[src/rtl/conv1d_pkg.sv]
// conv1d_pkg: shared constants for the conv1d_sched sequencer.
//   - default vector length, kernel length and MAC latency
//   - FSM state encodings
//   - width_of(): address/counter width helper that never returns 0
package conv1d_pkg;

  localparam int N_DEF       = 8;
  localparam int K_DEF       = 3;
  localparam int MAC_LAT_DEF = 4;

  localparam int ST_W = 3;
  localparam logic [ST_W-1:0] ST_LOAD_W = 3'd0;
  localparam logic [ST_W-1:0] ST_LOAD_X = 3'd1;
  localparam logic [ST_W-1:0] ST_ISSUE  = 3'd2;
  localparam logic [ST_W-1:0] ST_WAIT   = 3'd3;
  localparam logic [ST_W-1:0] ST_OUT    = 3'd4;

  // $clog2 of a count, floored at 1 bit so degenerate sizes still get a port.
  function automatic int width_of(input int count);
    return (count > 1) ? $clog2(count) : 1;
  endfunction

endpackage

[src/rtl/conv1d_sched_counter.sv]
// conv1d_sched_counter: up-counter with synchronous clear and enable.
//   clk, rst : clock, asynchronous active-high reset
//   i_clr    : synchronous clear (wins over i_en)
//   i_en     : increment enable
//   o_cnt    : current count
module conv1d_sched_counter #(
  parameter int W = 4
) (
  input  logic         clk,
  input  logic         rst,
  input  logic         i_clr,
  input  logic         i_en,
  output logic [W-1:0] o_cnt
);

  logic [W-1:0] r_cnt;

  // NOTE: state registers use non-blocking assignments so every flop samples
  // pre-edge values regardless of block evaluation order.
  always_ff @(posedge clk or posedge rst) begin
    if (rst)        r_cnt <= '0;
    else if (i_clr) r_cnt <= '0;
    else if (i_en)  r_cnt <= r_cnt + W'(1);
  end

  assign o_cnt = r_cnt;

endmodule

[src/rtl/conv1d_sched.sv]
// conv1d_sched: sequencer for an external 1-D convolution datapath
// (kernel memory, sample memory and MAC live outside this block).
//   clk, reset              : clock, asynchronous active-high reset
//   input_valid/input_ready : load beats, K kernel words then N samples
//   addr_w, wr_en_w         : kernel memory address / write strobe
//   addr_x, wr_en_x         : sample memory address / write strobe
//   en_mult                 : MAC operand valid (memory data arrives 1 cycle after address)
//   clear_acc               : accumulator clear, one cycle after each result handshake
//   output_valid/output_ready : result handshake, N-K+1 results per frame
//   busy                    : low only while waiting for kernel words
module conv1d_sched
  import conv1d_pkg::*;
#(
  parameter  int N       = N_DEF,
  parameter  int K       = K_DEF,
  parameter  int MAC_LAT = MAC_LAT_DEF,
  localparam int AWW     = width_of(K),
  localparam int AXW     = width_of(N)
) (
  input  logic           clk,
  input  logic           reset,
  input  logic           input_valid,
  output logic           input_ready,
  output logic [AWW-1:0] addr_w,
  output logic           wr_en_w,
  output logic [AXW-1:0] addr_x,
  output logic           wr_en_x,
  output logic           en_mult,
  output logic           clear_acc,
  output logic           output_valid,
  input  logic           output_ready,
  output logic           busy
);

  // Load, tap and output indices never exceed N-1, so all share the sample width.
  localparam int CW = AXW;
  localparam int WW = width_of(MAC_LAT + 1);

  localparam logic [CW-1:0] LAST_W    = CW'(K - 1);
  localparam logic [CW-1:0] LAST_X    = CW'(N - 1);
  localparam logic [CW-1:0] LAST_J    = CW'(N - K);
  localparam logic [WW-1:0] LAST_WAIT = WW'(MAC_LAT);

  logic [ST_W-1:0] r_state;
  logic [ST_W-1:0] w_next_state;
  logic [WW-1:0]   r_wait;
  logic            r_en_mult;
  logic            r_clear;

  logic [CW-1:0] w_load_cnt;
  logic [CW-1:0] w_tap_cnt;
  logic [CW-1:0] w_out_cnt;

  logic w_load_fire;
  logic w_load_last;
  logic w_issue;
  logic w_issue_last;
  logic w_out_fire;
  logic w_out_last;
  logic w_wait_done;

  assign w_load_fire  = input_valid && ((r_state == ST_LOAD_W) || (r_state == ST_LOAD_X));
  assign w_load_last  = w_load_fire &&
                        (w_load_cnt == ((r_state == ST_LOAD_W) ? LAST_W : LAST_X));
  assign w_issue      = (r_state == ST_ISSUE);
  assign w_issue_last = w_issue && (w_tap_cnt == LAST_W);
  assign w_out_fire   = (r_state == ST_OUT) && output_ready;
  assign w_out_last   = w_out_fire && (w_out_cnt == LAST_J);
  // The first WAIT cycle carries the last en_mult beat; MAC_LAT more cycles follow.
  assign w_wait_done  = (r_state == ST_WAIT) && (r_wait == LAST_WAIT);

  conv1d_sched_counter #(.W(CW)) u_load_cnt (
    .clk   (clk),
    .rst   (reset),
    .i_clr (w_load_last),
    .i_en  (w_load_fire),
    .o_cnt (w_load_cnt)
  );

  conv1d_sched_counter #(.W(CW)) u_tap_cnt (
    .clk   (clk),
    .rst   (reset),
    .i_clr (w_issue_last),
    .i_en  (w_issue),
    .o_cnt (w_tap_cnt)
  );

  // Output index is cleared after the last result, so each frame starts at j=0.
  conv1d_sched_counter #(.W(CW)) u_out_cnt (
    .clk   (clk),
    .rst   (reset),
    .i_clr (w_out_last),
    .i_en  (w_out_fire),
    .o_cnt (w_out_cnt)
  );

  always_comb begin
    w_next_state = r_state;
    case (r_state)
      ST_LOAD_W: if (w_load_last)  w_next_state = ST_LOAD_X;
      ST_LOAD_X: if (w_load_last)  w_next_state = ST_ISSUE;
      ST_ISSUE:  if (w_issue_last) w_next_state = ST_WAIT;
      ST_WAIT:   if (w_wait_done)  w_next_state = ST_OUT;
      ST_OUT:    if (w_out_fire)   w_next_state = w_out_last ? ST_LOAD_W : ST_ISSUE;
      default:                     w_next_state = ST_LOAD_W;
    endcase
  end

  always_ff @(posedge clk or posedge reset) begin
    if (reset) begin
      r_state   <= ST_LOAD_W;
      r_wait    <= '0;
      r_en_mult <= 1'b0;
      // Held through reset so partial sums in the external MAC are discarded.
      r_clear   <= 1'b1;
    end else begin
      r_state   <= w_next_state;
      r_en_mult <= w_issue;
      r_clear   <= w_out_fire;
      if ((r_state == ST_WAIT) && !w_wait_done) r_wait <= r_wait + WW'(1);
      else                                      r_wait <= '0;
    end
  end

  // NOTE: every output gets a default before the case so no latch is inferred.
  always_comb begin
    input_ready = 1'b0;
    wr_en_w     = 1'b0;
    wr_en_x     = 1'b0;
    addr_w      = '0;
    addr_x      = '0;
    case (r_state)
      ST_LOAD_W: begin
        input_ready = 1'b1;
        wr_en_w     = input_valid;
        addr_w      = w_load_cnt[AWW-1:0];
      end
      ST_LOAD_X: begin
        input_ready = 1'b1;
        wr_en_x     = input_valid;
        addr_x      = w_load_cnt;
      end
      ST_ISSUE: begin
        addr_w = w_tap_cnt[AWW-1:0];
        addr_x = w_out_cnt + w_tap_cnt;
      end
      default: ;
    endcase
  end

  assign en_mult      = r_en_mult;
  assign clear_acc    = r_clear;
  assign output_valid = (r_state == ST_OUT);
  assign busy         = (r_state != ST_LOAD_W);

endmodule

[config.mk]
export PLATFORM = sky130hd
export DESIGN_NAME = conv1d_sched
export DESIGN_NICKNAME = d
export VERILOG_FILES = /design/src/rtl/conv1d_pkg.sv /design/src/rtl/conv1d_sched_counter.sv /design/src/rtl/conv1d_sched.sv
export SDC_FILE = /design/constraint.sdc
export NUM_CORES = 1
export LEC_CHECK = 0
export CELL_PAD_IN_SITES_DETAIL_PLACEMENT = 1
export CELL_PAD_IN_SITES_GLOBAL_PLACEMENT = 1
export CORE_MARGIN = 1.5
export CORE_UTILIZATION = 30
export CTS_BUF_LIST = sky130_fd_sc_hd__clkbuf_8
export CTS_CLUSTER_DIAMETER = 60
export DETAILED_ROUTE_END_ITERATION = 10
export PLACE_DENSITY_LB_ADDON = 0.1
export SYNTH_ARGS = -nofsm -noshare
export SYNTH_HDL_FRONTEND = slang
export SYNTH_SLANG_ARGS = --single-unit
[constraint.sdc]
create_clock -name clk -period 3.6 [get_ports clk]
set_clock_uncertainty 0.1 [all_clocks]
set_input_delay 0.36 -clock clk [delete_from_list [all_inputs] [get_ports clk]]
set_output_delay 0.36 -clock clk [all_outputs]
set_load 0.01 [all_outputs]
==> summary.md <==
| Metric | Value |
|---|---|
| Status | complete, no violations |
| Synthesized instance count | 118 |
| Worst min path class | reg2reg |
| Yosys reg bits | 17 |
| Vias per cell | 4.83 |
| Largest net degree at the start of global routing | 18 |
| Vias | approximately 860 |
| Worst vdd ir | 0.248 mV |
| Power share of the clock group | 11.8% |
| Count leader, synth | dfrtp_1 |
| Slew Viols, Final | 0 |
| Setup_tns | 0 ns |
| Switching share of power | a little over two fifths |
| # setup viols final | 0 |
| Avg WL per Cell | ~14 µm |
| Fraction of layout cells with a size suffix above 1 | 6.92% |
| RSZ-0062 raised after global routing | false |
| Min-Delay Endpoint | r_wait[0]$_DFF_PP0_ |
| Worst r2r dst | r_state[0]$_DFFE_PP0P_ |
| Area grow syn2layout | 18.9% |
| Sequential share of power | approximately a third |
| Global-route wire length before repair | between 4 and 5 mm |
| Most frequent cells after synthesis | dfrtp_1 (16), inv_1 (13), ha_1 (9), nor2_1 (8) |
| Placer Congestion | 0.770 |
| Fmax | roughly 0.34 GHz |
| Chip Height | 64.1 µm |
| Share of synthesized registers carrying an async set or reset | 100% |
| Clk buf depth | 2 |
| FF-to-FF Start | r_state[0]$_DFFE_PP0P_ |
| Netlist cell types | a little over 40 |
| Crit. End Element | output pin |
| Area leader, netlist | dfrtp_1 |
| Skew-Pair Late Insertion Delay | 0.25 ns |
| Port Buf Inserts | 15 |
| Root buf cell | clkbuf_8 |
| Psw | 536 µW |
| H-tree levels | 1 |
| Total design power | 1230 µW |
| Synthesis Warnings | 0 |
| Worst R2R Setup Slack | ~1.2 ns |
| Worst Reg-to-Reg Cells | 7 |
| Vias in the first global route | 916 |
| Final Hold Vio Count | 0 |
| Seq/Total Area, Yosys | 38.1% |
| Gate power share | between 50% and 60% |
| Area occupied by multi-input gates | 599 µm² |
| CP Launch Type | register |
| Synth top area share | 35.8% |
| Cts bufs inserted | 3 |
| Final Cycle Share | 82.6% |
| Final wirelength | 2.52 mm |
| GRT Util Overall | 14.0% |
| Minimum clock period | 2.97 ns |
| Internal Power | 693 µW |
| Pwr dens | 923 nW/µm² |
| Detailed-route DRC error count | 0 |
| CTS tree | built |
| Starting Density | 30.8% |
| # hold bufs at CTS | 0 |
| Worst slew margin | 54.2% |
| Worst-Margin Slew | between 0.6 and 0.7 ns |
| Max-cap violations | 0 |
| Die Wd | 64.1 µm |
| Clock transition at path regs | ~0.07 ns |
| CTS sink count | 17 |
| Number of enable flip-flop cells after synthesis | 0 |
| CP Data Arrival Time | roughly 2.5 ns |
| Pre-antenna DRT Iters | 4 |
| DRT iter0 DRCs | 28 |
| Antenna diodes | 0 |
| Worst-path maximum fanout | 17 |
| DP Wirelength | roughly 1.9 mm |
| Global route total overflow | 0 |
| I/O pin total | 16 |
| Post-CTS sizing | 0 |
| Area contributors post-synth | dfrtp_1 (36%), ha_1 (10%), inv_1 (4.4%) |
| Storage element area | 427 µm² |
| FP Rows | 22 |
| Final Core Density | 36.6% |
| NumNets Final | 145 |
| CP Class | reg2out |
| Die area | 4110 µm² |
| Fillers | about 430 |
| Hold path start | r_wait[0]$_DFF_PP0_ |
| Antenna-violating nets left | 0 |
| Post-Syn Area | 1120 µm² |
| Syn Nets | 132 |
| Post-CTS setup buffer count | 0 |
| Crit path required time | 3.14 ns |
| P_leak | 0.000604 µW |
| Top FF cell, synth | dfrtp_1 |
| Worst hold stages | 1 |
| Syn Area/Cell | 9.49 µm² |
| Core Area | ~3600 µm² |
| Antenna violations before repair | 0 |
metal layers:
layer | part of all wire, % | up-vias | track usage (%)
li1 | - | 424 | -
met1 | 50 | 421 | 19.0
met2 | 47 | 12 | 22.5
met3 | 2.1 | 2 | 2.11
met4 | 0.91 | 0 | 5.59
met5 | 0 | - | 0
worst max path at each step:
stage	from	endpoint	slack (ns)
CTS	r_state[0]$_DFFE_PP0P_	addr_w[0]	0.60
global placement	r_state[0]$_DFFE_PP0P_	addr_w[0]	0.90
global route	r_state[0]$_DFFE_PP0P_	addr_w[0]	0.48
finish	r_state[0]$_DFFE_PP0P_	addr_w[0]	0.63
floorplan	r_state[0]$_DFFE_PP0P_	r_state[0]$_DFFE_PP0P_	1.51
detailed placement	r_state[0]$_DFFE_PP0P_	addr_w[0]	0.91
layout make-up:
cell class	count	area share, %
Clock buffer	3	3.10
Clock inverter	1	0.376
Inverter	13	3.67
Multi-Input combinational cell	81	45.0
Sequential cell	17	32.0
Tap cell	48	4.51
Timing Repair Buffer	15	11.3
power groups by stage:
| stage | clock network [µW] | registers [µW] | logic (µW) |
|---|---|---|---|
| final | 145 | 420 | 664 |
| after global routing | 162 | 443 | 761 |
| after CTS | 155 | 423 | 678 |
| after detailed placement | 0 | 426 | 673 |
| after global placement | 0 | 419 | 659 |
| after floorplan | 0 | 337 | 535 |
placed cells by master (no fill, tap or decap), drive strengths merged, types with 2 or more instances in the layout:
cell           count
dfrtp             16
clkdlybuf4s50     15
inv               13
ha                 9
nor2               9
o21ai              8
nand2              6
nor2b              6
a21oi              4
a21o               3
nand3              3
nor3               3
a22oi              3
clkbuf             3
xnor2              3
and2               2
mux2i              2
nand4              2
mux2               2
nor3b              2
per-stage QoR:
| step | worst slack (ns) | instances | area, µm² | hold slack, ns |
|---|---|---|---|---|
| after floorplan | 1.51 | 118 | 1120 | 0.185 |
| after global placement | 0.896 | 174 | 1280 | 0.357 |
| after detailed placement | 0.914 | 174 | 1280 | 0.378 |
| after CTS | 0.603 | 178 | 1330 | 0.388 |
| after global routing | 0.479 | 178 | 1330 | 0.441 |
| final | 0.627 | 178 | 1330 | 0.383 |
sequential cells by signal (all words and copies together) (netlist names):
| signal | cells |
|---|---|
| u_tap_cnt.o_cnt | 3 |
| clear_acc | 1 |
| u_out_cnt.o_cnt | 3 |
| r_wait | 3 |
| en_mult | 1 |
| r_state | 3 |
| u_load_cnt.o_cnt | 3 |
worst max-delay path: stages, from the launching register on:
cell and delay, ns:
dfrtp_1 0.60, or3_1 0.57, inv_1 0.09, ha_1 0.14, a21oi_1 0.04, nor3_1 0.22, clkdlybuf4s50_1 0.59
kinds of logic after synthesis:
kind of cell | count (synthesis) | share of synthesized area (%)
AO/OA/AOI/OAI | 27 | 16.0
XOR/XNOR | 4 | 3.80
adder cells (fa/ha/maj) | 10 | 11.8
buffers and inverters | 20 | 8.38
flip-flops | 17 | 38.1
multiplexers | 4 | 3.80
AND/OR/NAND/NOR | 36 | 18.1
(Power assumes the default switching activity.)
